**src/rtl/multicycle_control.sv**
```systemverilog
// Multi-cycle MIPS control sequencer: steps each instruction through fetch, decode,
// execute, memory and write-back, and drives every datapath select and write enable.
// Outputs are combinational from state/opcode/mem_ready; FETCH, MEM_READ and MEM_WRITE
// hold until mem_ready.
// Ports: clk, reset (sync, active-low), opcode/zero/mem_ready in; datapath controls,
// instr_done/illegal_op pulses, state and instr_count out.
module multicycle_control #(
    parameter int WIDTH = 32
) (
    input  logic             clk,
    input  logic             reset,
    input  logic [5:0]       opcode,
    input  logic             zero,
    input  logic             mem_ready,
    output logic             MemRead,
    output logic             MemWrite,
    output logic             IorD,
    output logic             IRWrite,
    output logic             PCWrite,
    output logic             PCWriteCond,
    output logic [1:0]       PCSource,
    output logic             ALUSrcA,
    output logic [1:0]       ALUSrcB,
    output logic [1:0]       ALUOp,
    output logic             RegDst,
    output logic             MemToReg,
    output logic             RegWrite,
    output logic             Jal,
    output logic             instr_done,
    output logic             illegal_op,
    output logic [3:0]       state,
    output logic [WIDTH-1:0] instr_count
);

    typedef enum logic [3:0] {
        S_FETCH     = 4'd0,
        S_DECODE    = 4'd1,
        S_MEM_ADDR  = 4'd2,
        S_MEM_READ  = 4'd3,
        S_MEM_WB    = 4'd4,
        S_MEM_WRITE = 4'd5,
        S_EXEC_R    = 4'd6,
        S_R_WB      = 4'd7,
        S_BRANCH    = 4'd8,
        S_JUMP      = 4'd9
    } state_t;

    localparam logic [5:0] OP_R   = 6'd0;
    localparam logic [5:0] OP_J   = 6'd2;
    localparam logic [5:0] OP_JAL = 6'd3;
    localparam logic [5:0] OP_LW  = 6'd4;
    localparam logic [5:0] OP_SW  = 6'd5;
    localparam logic [5:0] OP_BEQ = 6'd6;

    state_t           state_q, state_d;
    logic [WIDTH-1:0] instr_count_q, instr_count_d;

    // The branch decision is made in the datapath (zero AND PCWriteCond).
    logic unused_zero;
    assign unused_zero = zero;

    always_comb begin
        state_d     = state_q;
        MemRead     = 1'b0;
        MemWrite    = 1'b0;
        IorD        = 1'b0;
        IRWrite     = 1'b0;
        PCWrite     = 1'b0;
        PCWriteCond = 1'b0;
        PCSource    = 2'b00;
        ALUSrcA     = 1'b0;
        ALUSrcB     = 2'b00;
        ALUOp       = 2'b00;
        RegDst      = 1'b0;
        MemToReg    = 1'b0;
        RegWrite    = 1'b0;
        Jal         = 1'b0;
        instr_done  = 1'b0;
        illegal_op  = 1'b0;

        case (state_q)
            S_FETCH: begin
                MemRead = 1'b1;
                ALUSrcB = 2'b01;
                IRWrite = mem_ready;
                PCWrite = mem_ready;
                if (mem_ready) state_d = S_DECODE;
            end
            S_DECODE: begin
                // Speculatively compute the branch target into ALUOut.
                ALUSrcB = 2'b11;
                case (opcode)
                    OP_R:          state_d = S_EXEC_R;
                    OP_LW, OP_SW:  state_d = S_MEM_ADDR;
                    OP_BEQ:        state_d = S_BRANCH;
                    OP_J, OP_JAL:  state_d = S_JUMP;
                    default: begin
                        // Unknown opcodes retire immediately so the count stays in step with fetches.
                        illegal_op = 1'b1;
                        instr_done = 1'b1;
                        state_d    = S_FETCH;
                    end
                endcase
            end
            S_MEM_ADDR: begin
                ALUSrcA = 1'b1;
                ALUSrcB = 2'b10;
                state_d = (opcode == OP_SW) ? S_MEM_WRITE : S_MEM_READ;
            end
            S_MEM_READ: begin
                MemRead = 1'b1;
                IorD    = 1'b1;
                if (mem_ready) state_d = S_MEM_WB;
            end
            S_MEM_WB: begin
                MemToReg   = 1'b1;
                RegWrite   = 1'b1;
                instr_done = 1'b1;
                state_d    = S_FETCH;
            end
            S_MEM_WRITE: begin
                MemWrite   = 1'b1;
                IorD       = 1'b1;
                instr_done = mem_ready;
                if (mem_ready) state_d = S_FETCH;
            end
            S_EXEC_R: begin
                ALUSrcA = 1'b1;
                ALUOp   = 2'b10;
                state_d = S_R_WB;
            end
            S_R_WB: begin
                RegDst     = 1'b1;
                RegWrite   = 1'b1;
                instr_done = 1'b1;
                state_d    = S_FETCH;
            end
            S_BRANCH: begin
                ALUSrcA     = 1'b1;
                ALUOp       = 2'b01;
                PCWriteCond = 1'b1;
                PCSource    = 2'b01;
                instr_done  = 1'b1;
                state_d     = S_FETCH;
            end
            S_JUMP: begin
                PCWrite    = 1'b1;
                PCSource   = 2'b10;
                instr_done = 1'b1;
                if (opcode == OP_JAL) begin
                    RegWrite = 1'b1;
                    Jal      = 1'b1;
                end
                state_d = S_FETCH;
            end
            default: state_d = S_FETCH;
        endcase

        // Reset kills any in-flight request in the same cycle it is asserted.
        if (!reset) begin
            MemRead     = 1'b0;
            MemWrite    = 1'b0;
            IorD        = 1'b0;
            IRWrite     = 1'b0;
            PCWrite     = 1'b0;
            PCWriteCond = 1'b0;
            PCSource    = 2'b00;
            ALUSrcA     = 1'b0;
            ALUSrcB     = 2'b00;
            ALUOp       = 2'b00;
            RegDst      = 1'b0;
            MemToReg    = 1'b0;
            RegWrite    = 1'b0;
            Jal         = 1'b0;
            instr_done  = 1'b0;
            illegal_op  = 1'b0;
        end

        instr_count_d = instr_done ? instr_count_q + WIDTH'(1) : instr_count_q;
    end

    always_ff @(posedge clk) begin
        if (!reset) begin
            state_q       <= S_FETCH;
            instr_count_q <= '0;
        end else begin
            state_q       <= state_d;
            instr_count_q <= instr_count_d;
        end
    end

    assign state       = state_q;
    assign instr_count = instr_count_q;

endmodule

```
**config.mk**
```make
export PLATFORM = sky130hd
export DESIGN_NAME = multicycle_control
export DESIGN_NICKNAME = d
export VERILOG_FILES = /design/src/rtl/multicycle_control.sv
export SDC_FILE = /design/constraint.sdc
export NUM_CORES = 1
export LEC_CHECK = 0
export CAP_MARGIN = 40
export CORE_MARGIN = 2
export CORE_UTILIZATION = 35
export DETAILED_ROUTE_END_ITERATION = 10
export PLACE_DENSITY = 0.62
export SYNTH_ARGS = -nofsm -noshare
export SYNTH_HDL_FRONTEND = slang
export SYNTH_SLANG_ARGS = --single-unit
```
**constraint.sdc**
```tcl
create_clock -name clk -period 3.7 [get_ports clk]
set_input_delay 0.74 -clock clk [delete_from_list [all_inputs] [get_ports clk]]
set_output_delay 0.74 -clock clk [all_outputs]
set_load 0.01 [all_outputs]
```
==> flow_metrics.tcl, run 1 <==
set metrics [dict create \
    synth_top_cell_area_share_pct 32.97 \
    slew-limit-headroom_pct 56.80 \
    fin_util_pct 48.60 \
    synth_fa_ha_area_share_pct 0.5724 \
    vias_per_cell 5.604 \
    drt_wl_total_um 5632 \
    htree_levels 2 \
    antennaDiodeCount 0 \
    max_slew.worst_pin.slew_ns 0.6471 \
    end_kind "primary output" \
    synthCells 278 \
    overflow 0 \
    netlist_area_mm2 0.002186 \
    synth_top_family_by_area "simple AND/OR/NAND/NOR gates" \
    core-area_mm2 0.005991 \
    initial_utilization_pct 36.49 \
    p_leak_nw 0.8968 \
    route.detailed.drc 0 \
    drive_gt1_share_pct 5.471 \
    synthXorXnorAreaFrac_pct 0.8014 \
    fp.dieArea_mm2 0.006893 \
    synthFlopType "dfxtp_1" \
    grt_pass1_wl_um 9570 \
    fin_skew_ns 0.004436 \
    synth_top_cell_by_area "dfxtp_1" \
    die_width_um 83.03 \
    power_density_mw_per_mm2 264.0 \
    seq_area_frac_synth_pct 32.97 \
    synthMuxAreaShare_pct 3.205 \
    grt_pass1_vias 2015 \
    cp_max_fo 4 \
    fin_crit_ns 3.385 \
    max_freq_mhz 295.4 \
    cts_setup_buffers 0 \
    synth_compound_area_share_pct 22.95 \
    critPathKind "in -> out" \
    cts_tree "built" \
    hold_class "reg -> reg" \
    period_share_pct 91.50 \
    wire_per_inst_um 13.94 \
    synth-edff-count 0 \
    synthesis.nets 289 \
    ff2ff_setup_slack_ns 1.24 \
    clk_pin_slew_worst_paths_ns 0.07 \
    ys_types 50 \
    swShare_pct 23.86 \
    postSynthAreaPerCell_um2 7.863 \
    yosys-top-cells-area "dfxtp_1 33%, o31ai_1 8.2%, or4_1 7.6%, a21oi_1 6.4%, nand2_1 5.0%" \
    peakVddDrop_mv 0.1596 \
    place_hpwl_um 3897 \
    hold_violations 0 \
    post_cts_resized 0 \
    critical_path.endpoint "RegWrite" \
    clockPowerShare_pct 39.4 \
    grt_max_degree 58 \
    dieHeight_um 83.03 \
    first_pass_iters 4 \
    first_iter_violations 132 \
    setup_tns_ns 0 \
    vias 2264 \
    holdBufCountCts 0 \
    rows 28 \
    status "completed" \
    antenna_found_initial 0 \
    rr_worst_depth 5 \
    fin_nets 340 \
    holdCritStartpoint "instr_count[4]" \
    yosysWarnings 0 \
    p_seq_share_pct 51.1 \
    setup_viol 0 \
    switchingPower_w 0.0001834 \
    track_usage_pct 16.12 \
    root_buffer "clkbuf_8" \
    async_flop_share_pct 0 \
    start_kind "primary input" \
    reg2reg_to "instr_count[27]" \
    max-clock-path-buffers 2 \
    syn_to_final_growth_pct 33.20 \
    p_int_w 0.0005853 \
    gp_congestion 0.7647 \
    ys_ff_latch 36 \
    ant_nets 0 \
    slew_viol_final 0 \
    numCtsBuffers 5 \
    io_buffer_count 63 \
    synthSimpleGateAreaFrac_pct 32.05 \
    worstReg2RegStart "state[0]" \
    cts.sinks 36 \
    cp_data_required_time_ns 2.96 \
    power_frac_comb_pct 9.5 \
    io_pins 65 \
    maxCapViolations 0 \
    rsz0062_at_grt "no" \
    worstSetupStartpoint "opcode[3]" \
    crit_arrival_ns 2.65 \
    clk_latency_ns 0.28 \
]
[routing by layer]
metal | up-vias | part of all wire, % | global-route usage [%] | wire length [um]
li1 | 1148 | - | - | -
met1 | 1071 | 51 | 23.67 | 2887
met2 | 43 | 45 | 24.49 | 2544
met3 | 2 | 3.3 | 3.877 | 186
met4 | 0 | 0.23 | 2.235 | 13
met5 | - | 0 | 0 | 0
[worst min path at each step]
stage                       to  slack, ns  depth (start not counted)
2_1_floorplan  instr_count[29]       0.49                          2
3_3_place_gp   instr_count[29]       0.47                          2
3_5_place_dp   instr_count[29]       0.47                          2
4_1_cts         instr_count[4]       0.49                          2
5_1_grt        instr_count[29]       0.51                          2
6_report        instr_count[4]       0.48                          2
[sequential cells by signal, summed over array words and instances (netlist names)]
register and cells:
instr_count 32, state 4
[placed cells by master (no fill, tap or decap), types with 5 or more instances in the layout]
master	Yosys	final
clkdlybuf4s50_1	0	63
dfxtp_1	36	36
nand2_1	29	29
a21oi_1	28	28
o31ai_1	24	24
or4_1	22	22
nor2_1	17	17
nand3_1	13	13
inv_1	10	10
nor3_1	8	8
mux2i_1	7	7
clkbuf_8	0	7
nand4_1	6	6
and3_1	5	5
[metrics by stage]
stage	cells	worst slack, ns	area [um^2]	hold WS (ns)	total power, W
finish	404	0.3146	2912	0.4828	0.0007686
global route	404	0.1954	2912	0.5073	0.0008078
CTS	404	0.3099	2912	0.4878	0.0007823
detailed placement	397	0.3164	2815	0.4747	0.0004752
global placement	397	0.3278	2815	0.4716	0.0004748
floorplan	278	1.062	2186	0.4910	0.0004484
[logic make-up after synthesis]
kind of cell               Yosys count
DFF                                 36
buffers and inverters               33
adders and majority gates            1
xor gates and xnor gates             2
and+or+nand+nor                    124
muxes                                7
AOI/OAI and AO/OA                   75
[cell type report]
| type | instances | area (um^2) |
|---|---|---|
| fillers | 596 | 3079 |
| multi-input cells | 209 | 1303 |
| flip-flops and latches | 36 | 720.7 |
| clock buffers | 7 | 96.34 |
| well taps | 75 | 93.84 |
| repair buffers | 67 | 660.6 |
| inverters | 10 | 37.54 |
[power by group through the flow]
stage / combinational, W / sequential (W) / clock, W
after global routing: 0.0000811 / 0.000393 / 0.000334
final: 0.0000731 / 0.000393 / 0.000303
after floorplan: 0.0000487 / 0.000400 / 0
after detailed placement: 0.0000734 / 0.000402 / 0
after CTS: 0.0000736 / 0.000393 / 0.000316
after global placement: 0.0000730 / 0.000402 / 0
[worst max-delay path, stage by stage]
cell and delay (ns):
clkdlybuf4s50_1 0.40, nor3_1 0.36, nand2_1 0.18, nor3_1 0.26, o21bai_1 0.14, clkdlybuf4s50_1 0.55
[Yosys cell counts (all sizes together), types with 3 or more instances]
cell type,n
dfxtp,36
o31ai,24
clkbuf,8
nor2,18
buf,15
and4,3
nor4,3
nand2,30
nand4,7
mux2i,7
and3,5
inv,10
o21ai,6
or3,3
nor3,9
or4,22
nand2b,4
a21oi,28
nand3,14
(Power assumes the default switching activity.)
==> inputs of run 2 (changes only) <==
--- a/config.mk
+++ b/config.mk
@@ -9,7 +9,9 @@
 export CORE_MARGIN = 2
 export CORE_UTILIZATION = 35
 export DETAILED_ROUTE_END_ITERATION = 10
+export GPL_TIMING_DRIVEN = 0
 export PLACE_DENSITY = 0.62
 export SYNTH_ARGS = -nofsm -noshare
 export SYNTH_HDL_FRONTEND = slang
 export SYNTH_SLANG_ARGS = --single-unit
+export TNS_END_PERCENT = 10
==> flow_metrics.tcl, run 2 (same netlist as run 1, synthesis figures left out) <==
set metrics [dict create \
    power_density_mw_per_mm2 257.9 \
    numCtsBuffers 5 \
    drt_wl_total_um 6243 \
    root_buffer "clkbuf_8" \
    final_cell_mix "61 x clkdlybuf4s50_1, 36 x dfxtp_1, 29 x nand2_1" \
    slew-limit-headroom_pct 63.66 \
    met3_length_um 192 \
    reg2reg_to "instr_count[22]" \
    holdCritStartpoint "instr_count[29]" \
    clk_latency_ns 0.29 \
    first_iter_violations 228 \
    wl_met2_um 2787 \
    fin_crit_ns 3.553 \
    rows 28 \
    grt_pass1_vias 2075 \
    end_kind "primary output" \
    ant_nets 0 \
    gp_congestion 0.8152 \
    hold_violations 0 \
    grt_max_degree 12 \
    die_width_um 83.03 \
    overflow 0 \
    maxUsedRoutingLayer "met4" \
    cp_max_fo 10 \
    maxCapViolations 0 \
    setup_tns_ns 0 \
    worstReg2RegStart "state[0]" \
    layout_commonest_cell "clkdlybuf4s50_1" \
    initial_utilization_pct 36.49 \
    setup_viol 0 \
    first_pass_iters 4 \
    io_buffer_count 61 \
    route.detailed.drc 0 \
    rr_worst_depth 7 \
    p_leak_nw 0.9470 \
    max_slew.worst_pin.slew_ns 0.5439 \
    max-clock-path-buffers 2 \
    cts_tree "built" \
    fin_ws_ns 0.1468 \
    core-area_mm2 0.005991 \
    peakVddDrop_mv 0.1501 \
    dieHeight_um 83.03 \
    fin_nets 357 \
    status "completed" \
    wire_per_inst_um 14.79 \
    place_hpwl_um 4481 \
    grt_pass1_wl_um 10430 \
    fin_hold_ws_ns 0.4821 \
    cp_data_required_time_ns 2.96 \
    num-fill-cells 593 \
    fin_skew_ns 0.008853 \
    period_share_pct 96.03 \
    fp.dieArea_mm2 0.006893 \
    post_cts_resized 0 \
    syn_to_final_growth_pct 36.69 \
    htree_levels 2 \
    critPathKind "in -> out" \
    m1WireLength_um 3191 \
    largest_reg_flops 32 \
    start_kind "primary input" \
    max_freq_mhz 281.4 \
    ff2ff_setup_slack_ns 1.62 \
    hold_end "instr_count[29]" \
    stdcell_count 422 \
    antenna_found_initial 0 \
    clk_pin_slew_worst_paths_ns 0.07 \
    vias_per_cell 5.623 \
    track_usage_pct 18.03 \
    fin_util_pct 49.87 \
    crit_arrival_ns 2.81 \
    placed_cells 414 \
    pre_cts_slack_ns 0.05453 \
    slew_viol_final 0 \
    cts_setup_buffers 0 \
    io_pins 65 \
    vias 2373 \
    antennaDiodeCount 0 \
    hold_path_depth 2 \
    cts.sinks 36 \
    hold_class "reg -> reg" \
    holdBufCountCts 0 \
    drive_gt1_share_pct 8.646 \
]
run 2: area by class of cell:
type	instances	area, um^2	area share (%)
Clock buffer	6	82.58	2.764
Sequential cell	36	720.7	24.12
Inverter	10	37.54	1.256
Multi-Input combinational cell	209	1308	43.76
Buffer	23	125.1	4.188
Tap cell	75	93.84	3.141
Timing Repair Buffer	61	610.6	20.44
Clock inverter	2	10.01	0.3350
run 2: how the worst max path moves through the flow:
stage          slack (ns)  cells after the start      start          to
6_report             0.15                      7  opcode[3]  instr_done
5_1_grt             -0.02                      7  opcode[3]  instr_done
4_1_cts              0.05                      7  opcode[3]  instr_done
3_5_place_dp         0.05                      7  opcode[3]  instr_done
3_3_place_gp         0.05                      7  opcode[3]  instr_done
2_1_floorplan        1.06                      6      reset    RegWrite
run 2: layer usage:
metal  track usage (%)  vias up
met5                 0        -
met4             4.918        0
met3             3.280        6
met2             25.88       42
met1             27.40     1143
li1                  -     1182
run 2: worst max-delay path, stage by stage:
cell	delay (ns)
clkdlybuf4s50_1	0.42
nor3_2	0.28
a21boi_1	0.31
o211a_4	0.23
buf_2	0.21
nor2_1	0.12
clkdlybuf4s50_1	0.51
run 2: through the flow:
stage | total power (W) | instance area, um^2
2_1_floorplan | 0.0004484 | 2186
3_5_place_dp | 0.0004833 | 2890
4_1_cts | 0.0007812 | 2983
5_1_grt | 0.0008098 | 2988
6_report | 0.0007706 | 2988
3_3_place_gp | 0.0004830 | 2890
run 2: power by group:
part / switching (W) / leakage (nW) / internal [W] / total, W
combinational: 0.0000500 / 0.606 / 0.0000338 / 0.0000838
sequential: 0.00000207 / 0.290 / 0.000388 / 0.000390
clock: 0.000148 / 0.0510 / 0.000149 / 0.000296
==> inputs of run 3 (changes only) <==
--- a/config.mk
+++ b/config.mk
@@ -14,4 +14,4 @@
 export SYNTH_ARGS = -nofsm -noshare
 export SYNTH_HDL_FRONTEND = slang
 export SYNTH_SLANG_ARGS = --single-unit
-export TNS_END_PERCENT = 10
+export TNS_END_PERCENT = 1
==> results of run 3 <==
Final layout, timing and power as in run 2 (identical DEF).
